==> src/rtl/serial_mult_arbiter.sv <==
// Round-robin arbiter sharing one serial multiplier among NREQ requesters, with a watchdog abort.
// Latency: ack/mul_en one cycle after req is sampled in IDLE; response one cycle after mul_valid is sampled.
// Backpressure: one operation outstanding; other requests wait in IDLE and are re-arbitrated there.
module serial_mult_arbiter #(
    parameter int WIDTH   = 8,
    parameter int NREQ    = 4,
    parameter int TIMEOUT = 64
) (
    input  logic                      clk,
    input  logic                      rst,
    input  logic [NREQ-1:0]           req,
    input  logic [NREQ*WIDTH-1:0]     req_a,
    input  logic [NREQ*WIDTH-1:0]     req_b,
    output logic [NREQ-1:0]           ack,
    output logic                      rsp_valid,
    output logic [$clog2(NREQ)-1:0]   rsp_id,
    output logic [2*WIDTH-1:0]        rsp_data,
    output logic                      rsp_err,
    output logic                      mul_rst_n,
    output logic                      mul_en,
    output logic [WIDTH-1:0]          mul_a,
    output logic [WIDTH-1:0]          mul_b,
    input  logic                      mul_valid,
    input  logic [2*WIDTH-1:0]        mul_s
);

    localparam int ID_W  = $clog2(NREQ);
    localparam int SUM_W = ID_W + 1;
    localparam int CNT_W = $clog2(TIMEOUT + 1);
    // Abort is decided in the cycle whose increment would bring the counter to TIMEOUT-1,
    // so the error response lands exactly TIMEOUT cycles after the ISSUE cycle.
    localparam logic [CNT_W-1:0] WD_LAST = CNT_W'(TIMEOUT - 2);

    typedef enum logic [2:0] {IDLE, ISSUE, WAIT_LO, WAIT_HI, RESP} state_t;

    state_t             state;
    logic [ID_W-1:0]    last;      // most recent winner; also the id of the operation in flight
    logic [CNT_W-1:0]   wd_cnt;

    logic               win_vld;
    logic [ID_W-1:0]    win_id;
    logic [NREQ-1:0]    win_onehot;
    logic [WIDTH-1:0]   win_a;
    logic [WIDTH-1:0]   win_b;
    logic [SUM_W-1:0]   scan_sum;
    logic [ID_W-1:0]    scan_idx;

    // Round-robin pick: scan downward from last+NREQ to last+1 so the lowest offset wins.
    always_comb begin
        win_vld  = 1'b0;
        win_id   = '0;
        scan_sum = '0;
        scan_idx = '0;
        for (int k = NREQ; k >= 1; k--) begin
            scan_sum = {1'b0, last} + SUM_W'(k);
            if (scan_sum >= SUM_W'(NREQ)) begin
                scan_sum = scan_sum - SUM_W'(NREQ);
            end
            scan_idx = scan_sum[ID_W-1:0];
            if (req[scan_idx]) begin
                win_vld = 1'b1;
                win_id  = scan_idx;
            end
        end
    end

    // Winner's one-hot ack and operand mux.
    always_comb begin
        win_onehot = '0;
        win_a      = '0;
        win_b      = '0;
        for (int i = 0; i < NREQ; i++) begin
            if (win_vld && (win_id == ID_W'(i))) begin
                win_onehot[i] = 1'b1;
                win_a         = req_a[i*WIDTH +: WIDTH];
                win_b         = req_b[i*WIDTH +: WIDTH];
            end
        end
    end

    // Control FSM with all outputs registered; pulses default low every cycle.
    always_ff @(posedge clk) begin
        if (rst) begin
            state     <= IDLE;
            last      <= ID_W'(NREQ - 1);
            wd_cnt    <= '0;
            ack       <= '0;
            rsp_valid <= 1'b0;
            rsp_id    <= '0;
            rsp_data  <= '0;
            rsp_err   <= 1'b0;
            mul_en    <= 1'b0;
            mul_a     <= '0;
            mul_b     <= '0;
            mul_rst_n <= 1'b0;
        end else begin
            ack       <= '0;
            mul_en    <= 1'b0;
            rsp_valid <= 1'b0;
            rsp_err   <= 1'b0;
            mul_rst_n <= 1'b1;
            case (state)
                IDLE: begin
                    if (win_vld) begin
                        state  <= ISSUE;
                        last   <= win_id;
                        ack    <= win_onehot;
                        mul_en <= 1'b1;
                        mul_a  <= win_a;
                        mul_b  <= win_b;
                    end
                end
                ISSUE: begin
                    wd_cnt <= '0;
                    state  <= WAIT_LO;
                end
                WAIT_LO: begin
                    // A valid still high here belongs to the previous operation.
                    if (wd_cnt == WD_LAST) begin
                        state     <= RESP;
                        rsp_valid <= 1'b1;
                        rsp_id    <= last;
                        rsp_data  <= '0;
                        rsp_err   <= 1'b1;
                        mul_rst_n <= 1'b0;
                    end else begin
                        wd_cnt <= wd_cnt + 1'b1;
                        if (!mul_valid) begin
                            state <= WAIT_HI;
                        end
                    end
                end
                WAIT_HI: begin
                    // Completion takes precedence over a watchdog expiring in the same cycle.
                    if (mul_valid) begin
                        state     <= RESP;
                        rsp_valid <= 1'b1;
                        rsp_id    <= last;
                        rsp_data  <= mul_s;
                    end else if (wd_cnt == WD_LAST) begin
                        state     <= RESP;
                        rsp_valid <= 1'b1;
                        rsp_id    <= last;
                        rsp_data  <= '0;
                        rsp_err   <= 1'b1;
                        mul_rst_n <= 1'b0;
                    end else begin
                        wd_cnt <= wd_cnt + 1'b1;
                    end
                end
                RESP: begin
                    state <= IDLE;
                end
                default: begin
                    state <= IDLE;
                end
            endcase
        end
    end

endmodule

==> config.mk <==
export PLATFORM = sky130hd
export DESIGN_NAME = serial_mult_arbiter
export DESIGN_NICKNAME = d
export VERILOG_FILES = /design/src/rtl/serial_mult_arbiter.sv
export SDC_FILE = /design/constraint.sdc
export NUM_CORES = 1
export LEC_CHECK = 0
export ABC_CLOCK_PERIOD_IN_PS = 1850
export BUFFER_PORTS_ARGS = -buffer_cell sky130_fd_sc_hd__buf_4
export CORE_MARGIN = 10
export CORE_UTILIZATION = 47
export DETAILED_ROUTE_END_ITERATION = 10
export PLACE_DENSITY = 0.85
export SLEW_MARGIN = 40
export SYNTH_ARGS = -nofsm -noshare
export SYNTH_HDL_FRONTEND = slang
export SYNTH_SLANG_ARGS = --single-unit
==> constraint.sdc <==
create_clock -name clk -period 1.85 [get_ports clk]
set_input_delay 0.2775 -clock clk [delete_from_list [all_inputs] [get_ports clk]]
set_output_delay 0.2775 -clock clk [all_outputs]
set_load 0.01 [all_outputs]
Word-level counts from Yosys, hierarchy flattened
Index checks and enable logic that the tools add are counted.
Widths: inputs -> output; s select.
- input port bits: 87
- output and inout bits: 42
- memories: 0
- memory bits (writable): 0
- word-level logic and storage cells: 111
- register bits after elaboration: 54
- bits in latches: 0
- bits in read-only memories: 0
- shift-type cells: 0
- mux-type cells: 56
- $mul: 0
- $lt $le $gt $ge: 8
- equal/unequal tests: 11
- bitwise gates (word level): 2
- add/sub/neg operators: 9
- divide/modulo/power cells: 0
- reduce and logical (&&, ||, !) cells: 13
- operators with widths (cell ; number):
    $mux 8 ; 8
    $mux 16 ; 2
    $pmux 16 s2 ; 1
    $pmux 7 s3 ; 1
    $mux 2 ; 10
    $mux 1 ; 18
    $mux 3 ; 5
    $mux 7 ; 2
    $ge 3x3->1 const B ; 4
    $lt 2x3->1 const B ; 4
    $pmux 3 s4 ; 1
    $bmux 1 s2 ; 4
    $sub 2x1->2 const B ; 4
    $add 7x1->7 const B ; 1
    $eq 7x6->1 const B ; 1
    $add 2x2->3 const B ; 2
    $eq 3x2->1 const B ; 2
    $ne 3x3->1 const B ; 2
    $pmux 1 s2 ; 3
    $eq 2x2->1 const B ; 2
    $logic_and 1x1->1 ; 4
    $ne 2x2->1 const B ; 2
    $pmux 2 s2 ; 1
    $reduce_and 2->1 ; 2
    12 further kinds ; 13

Logic depth before layout (Yosys ltp)
- word-level depth: 15
- depth in mapped cells: 8
- depth with buffers taken out: 7

Worst setup path before layout
OpenSTA, ideal clock, no wires.
- kind: reg-to-reg
- start point: reg last[0]
- end point: reg mul_a[0]
- setup time: 128 ps
- cell stages (with the launch flop): 8
- path buffers: 2
- data required time: 1722 ps
- data arrival time: 1585 ps
- slack: 138 ps
- period minus slack after synthesis: 1712 ps
- path through: dfxtp_1 > and2b_4 > o21a_1 > a211oi_2 > buf_6 > buf_12 > mux2i_1 > o211ai_2
- cells in the longest elaborated chain, start to end: 15
- elaborated cells on any way between the ends: 45
- classes of those cells: add/sub: 8; order compare: 4; eq/ne: 3; mux: 24; reduce/logical: 6
- RTL lines (element ; line ; text):
    from (decl) ; 37 ; logic [ID_W-1:0] last;
    from (signal assigned) ; 85 ; last <= ID_W'(NREQ - 1);
    from (signal assigned) ; 106 ; last <= win_id;
    $add 2x3->3 ; 55 ; scan_sum = {1'b0, last} + SUM_W'(k);
    $ge 3x3->1 / $sub 2x1->2 (equally long branches) ; 56, 57 ;
    $mux 2 ; 56 ; if (scan_sum >= SUM_W'(NREQ)) begin
    $bmux 1 s2 ; 60 ; if (req[scan_idx]) begin
    $mux 1 (not written as such) ; 60 ;
    $mux 2 (4 in series) ; 60 ;
    $logic_not 2->1 ; 73 ; if (win_vld && (win_id == ID_W'(i))) begin
    $logic_and 1x1->1 ; 73 ;
    $mux 8 (4 in series) ; 73 ;
    to (signal assigned) ; 109 ; mul_a <= win_a;
    to (decl) ; 21 ; output logic [WIDTH-1:0] mul_a,
Several ways; a longest one is shown, not always the timed one. The select of a mux whose other input is x is not followed.
A chain may end at the register's enable or synchronous reset.

Worst setup path after layout
- start point: reg last[0]
- end point: reg mul_b[0]
- cells in the longest elaborated chain, start to end: 15
- elaborated cells on any way between the ends: 45
- classes of those cells: add/sub: 8; order compare: 4; eq/ne: 3; mux: 24; reduce/logical: 6
- RTL lines (element ; line ; text):
    $add 2x3->3 ; 55 ;
    $ge 3x3->1 / $sub 2x1->2 (equally long branches) ; 56, 57 ;
    $mux 2 ; 56 ;
    $bmux 1 s2 ; 60 ;
    $mux 1 (not written as such) ; 60 ;
    $mux 2 (4 in series) ; 60 ;
    $logic_not 2->1 ; 73 ;
    $logic_and 1x1->1 ; 73 ;
    $mux 8 (4 in series) ; 73 ;
    to (signal assigned) ; 110 ; mul_b <= win_b;
    to (decl) ; 22 ; output logic [WIDTH-1:0] mul_b,
Several ways; a longest one is shown, not always the timed one. The select of a mux whose other input is x is not followed.

==> impl_summary.txt <==
----------------------------------------------------
[Routing]
  DR vias ... 2927
  Number of vias per cell after detailed routing ... 5.63
  Mean routed wirelength per cell ... 18.1 um
  Initial drt markers ... 154
  Iteration count of the initial detailed-routing pass ... 4
  Detail Route Antenna Nets ... 0
  Total Routed Length ... 9390 um
  Drc violations ... 0

[Power]
  Peak supply drop ... 0.368 mV
  Total power density per cell area ... 812 nW/um2
  LEAKAGE ... 1.84 nW

[Clock network]
  CTS Buffer Depth ... 2
  Num Clock Sinks ... 54
  Clock transition at the registers of the reported paths ... 0.10 ns
  Hold-fix buffer count after cts ... 0
  Clock insertion delay at the later pin of the skew report ... 0.31 ns
  Number of clock buffers inserted by TritonCTS ... 5
  Root Driver ... clkbuf_8
  H-tree level count ... 2
  Clock tree from TritonCTS ... done

[Timing]
  Post-route clock skew ... 0.00800 ns
  Remaining max-slew budget at the tightest pin ... 63.9%
  Time the worst path needs with I/O delays and setup ... 1.78 ns
  Final hold violations ... 0
  Final-report max-slew violation count ... 0
  RSZ-0062 raised after global routing ... false
  Worst hold slack after final layout ... 0.208 ns
  Slew of the pin with the lowest slew margin ... 0.542 ns
  Max Clk Rate ... 0.562 GHz
  Number of setup violations in the final report ... 0
  Final Cycle Share ... 96.2%

[Floorplanning]
  Die Span Y ... 97.2 um
  Die area ... 9460 um2
  Placement Rows ... 28
  Core ar. ... 5850 um2
  Count of boundary I/O pins ... 129
  Chip Width ... 97.2 um
  Starting density of the core ... 47.9%

[Critical path]
  Delay contributed by the slowest stage of the critical path ... 0.35 ns
  Data arrival time of the critical path ... 1.98 ns
  Chain of cells forming the critical path ... and2b_1 -> a21o_1 -> a211oi_4 -> buf_4 -> clkbuf_16 -> mux2i_1 -> o211ai_1
  Required time of the worst setup path ... 2.05 ns
  Worst path slowest cell ... dfxtp_2
  Endpoint kind of the worst setup timing path ... flip-flop
  Critical path type ... reg -> reg
  Register-to-Register Setup Slack ... 0.07 ns
  Critical-path maximum fanout ... 8
  Critical Path Source Type ... flip-flop

[Synth]
  Post-Synthesis Net Count ... 400
  Post-Synthesis Cell Area ... 2800 um2
  Post-synthesis instance total ... 311
  Ranking of synthesized cells by area ... dfxtp_1 (39%), o211ai_1 (6.7%), mux2i_1 (6.4%), a22o_1 (5.0%), nor2_1 (5.0%)
  Number of synthesized register bits ... 54
  Fraction of the yosys area taken by sequential cells ... 38.6%
  Yosys warnings ... 0
  Average footprint of a synthesized cell ... 9.02 um2
  Number of library cell types mapped by synthesis ... 46
  Cell type contributing the most total cell area after synthesis ... dfxtp_1
  Top-area cell type share of the netlist area ... 38.6%

[Global routing]
  Wire length of the first global-routing pass ... 14800 um
  Overall global routing resource usage ... 18.3%
  Via count of the first global-routing pass ... 2958
  Number of antenna violations at the first check in global routing ... 0
  Gr ovfl total ... 0
  Maximum number of pins on one net before global-route repair ... 34

[Cells and area]
  Most frequent standard cell in the layout excluding fill and tap cells ... buf_4
  Layout overhead on the synthesized area ... 45.8%
  Share of the core filled with cells in the final layout ... 69.9%
  Most frequent cells in the layout ... buf_4 (143), dfxtp_1 (53), nor2_1 (37)
  Layout cell share with drive strength beyond 1 ... 40.4%
  Final antenna diode count ... 0
  Nets@finish ... 533

[Worst hold path]
  Type of the tightest min-delay check ... in -> reg

[Status]
  Run status ... finished clean

[Placed design]
  IO Port Bufs ... 128
  Post-DP HPWL ... 6950 um
  Final RePlAce weighted congestion ... 0.957

[Job]
  Number of maximum-capacitance violations ... 0

----------------------------------------------------
==> logic make-up (layout without fill, tap and decap cells) <==
kind of cell,after synthesis,after routing,synth area share (%)
mux,18,18,6.43
flops,54,54,38.6
fa+ha+maj,2,2,0.892
compound gates,105,105,29.7
xor+xnor,5,5,1.56
buf+inv,27,161,5.09
simple gates,100,100,17.8
==> final timing paths <==
kind | startpoint | endpoint | cells past startpoint
worst min-delay path | mul_s[8] | rsp_data[8]$_SDFFE_PP0N_ | 3
worst min register to register | mul_a[5]$_SDFFE_PP0P_ | mul_a[5]$_SDFFE_PP0P_ | 2
worst max-delay path | last[0]$_SDFFE_PP1P_ | mul_b[0]$_SDFFE_PP0P_ | 7
worst max register to register | last[0]$_SDFFE_PP1P_ | mul_b[0]$_SDFFE_PP0P_ | 7
==> synth_stat cells (all sizes together) <==
cell and n:
dfxtp 54, nor2 39, o211ai 34, nand2 21, o21ai 19, mux2i 18, and2 17, a22o 16
a22oi 16, buf 13, clkbuf 10, a21oi 6, nor3 5, inv 4, nand2b 3, nand4 3
xor2 3, a211o 2, a211oi 2, a21o 2, and2b 2, ha 2, nand3 2, nand3b 2
nor2b 2, o211a 2, xnor2 2, a2111o 1, a2111oi 1, a21boi 1, and3b 1, nor4b 1
o21a 1, o21ba 1, o311a 1, or2 1, or3 1
==> flip-flops by register name, indices dropped and copies added (netlist names) <==
| signal | flops |
|---|---|
| ack | 4 |
| mul_a | 8 |
| rsp_valid | 1 |
| mul_rst_n | 1 |
| mul_en | 1 |
| rsp_id | 2 |
| rsp_err | 1 |
| state | 3 |
| mul_b | 8 |
| wd_cnt | 7 |
| rsp_data | 16 |
| last | 2 |
==> where the power goes <==
| group | leakage, nW | total [W] | internal (W) | switching (W) |
|---|---|---|---|---|
| Combinational | 1.35 | 0.00127 | 0.000675 | 0.000592 |
| Clock | 0.0441 | 0.000679 | 0.000267 | 0.000411 |
| Sequential | 0.441 | 0.00138 | 0.00129 | 0.0000891 |
==> layout make-up <==
cell class | instances | area, um2
Tap cell | 75 | 93.8
Sequential cell | 54 | 1080
Timing Repair Buffer | 149 | 1200
Multi-Input combinational cell | 230 | 1600
Inverter | 4 | 15.0
Clock buffer | 5 | 68.8
Clock inverter | 3 | 21.3
Fill cell | 460 | 1760
==> worst max-delay path, delay by kind of cell, from the launching register on <==
family | cells | cell delay [ns]
AO/OA/AOI/OAI | 3 | 0.57
buffers and inverters | 2 | 0.35
flip-flops | 1 | 0.35
multiplexers | 1 | 0.21
AND/OR/NAND/NOR | 1 | 0.19
==> per-stage QoR <==
step	setup TNS, ns	setup WS, ns	area [um2]	total power (W)	instances
2_1_floorplan	0	0.138	2800	0.00207	311
3_3_place_gp	0	0.0940	3900	0.00254	506
3_5_place_dp	-0.00899	-0.00899	3900	0.00257	506
4_1_cts	0	0.00939	3990	0.00325	514
5_1_grt	0	0.00605	4090	0.00349	520
6_report	0	0.0699	4090	0.00332	520
==> metal layers <==
| layer | GRT usage, % | up-vias | share of wire [%] |
|---|---|---|---|
| met5 | 0 | - | 0 |
| met4 | 5.15 | 0 | 1.6 |
| met3 | 5.90 | 12 | 9.6 |
| met2 | 31.2 | 138 | 47 |
| met1 | 21.3 | 1376 | 42 |
| li1 | - | 1401 | - |
==> repair_timing <==
item                                    4_1_cts  5_1_grt
setup buffers                                 0        4
resized for setup                             0        6
endpoints found under the setup margin        0       10
No activity file was read; power rests on OpenSTA's default activity.
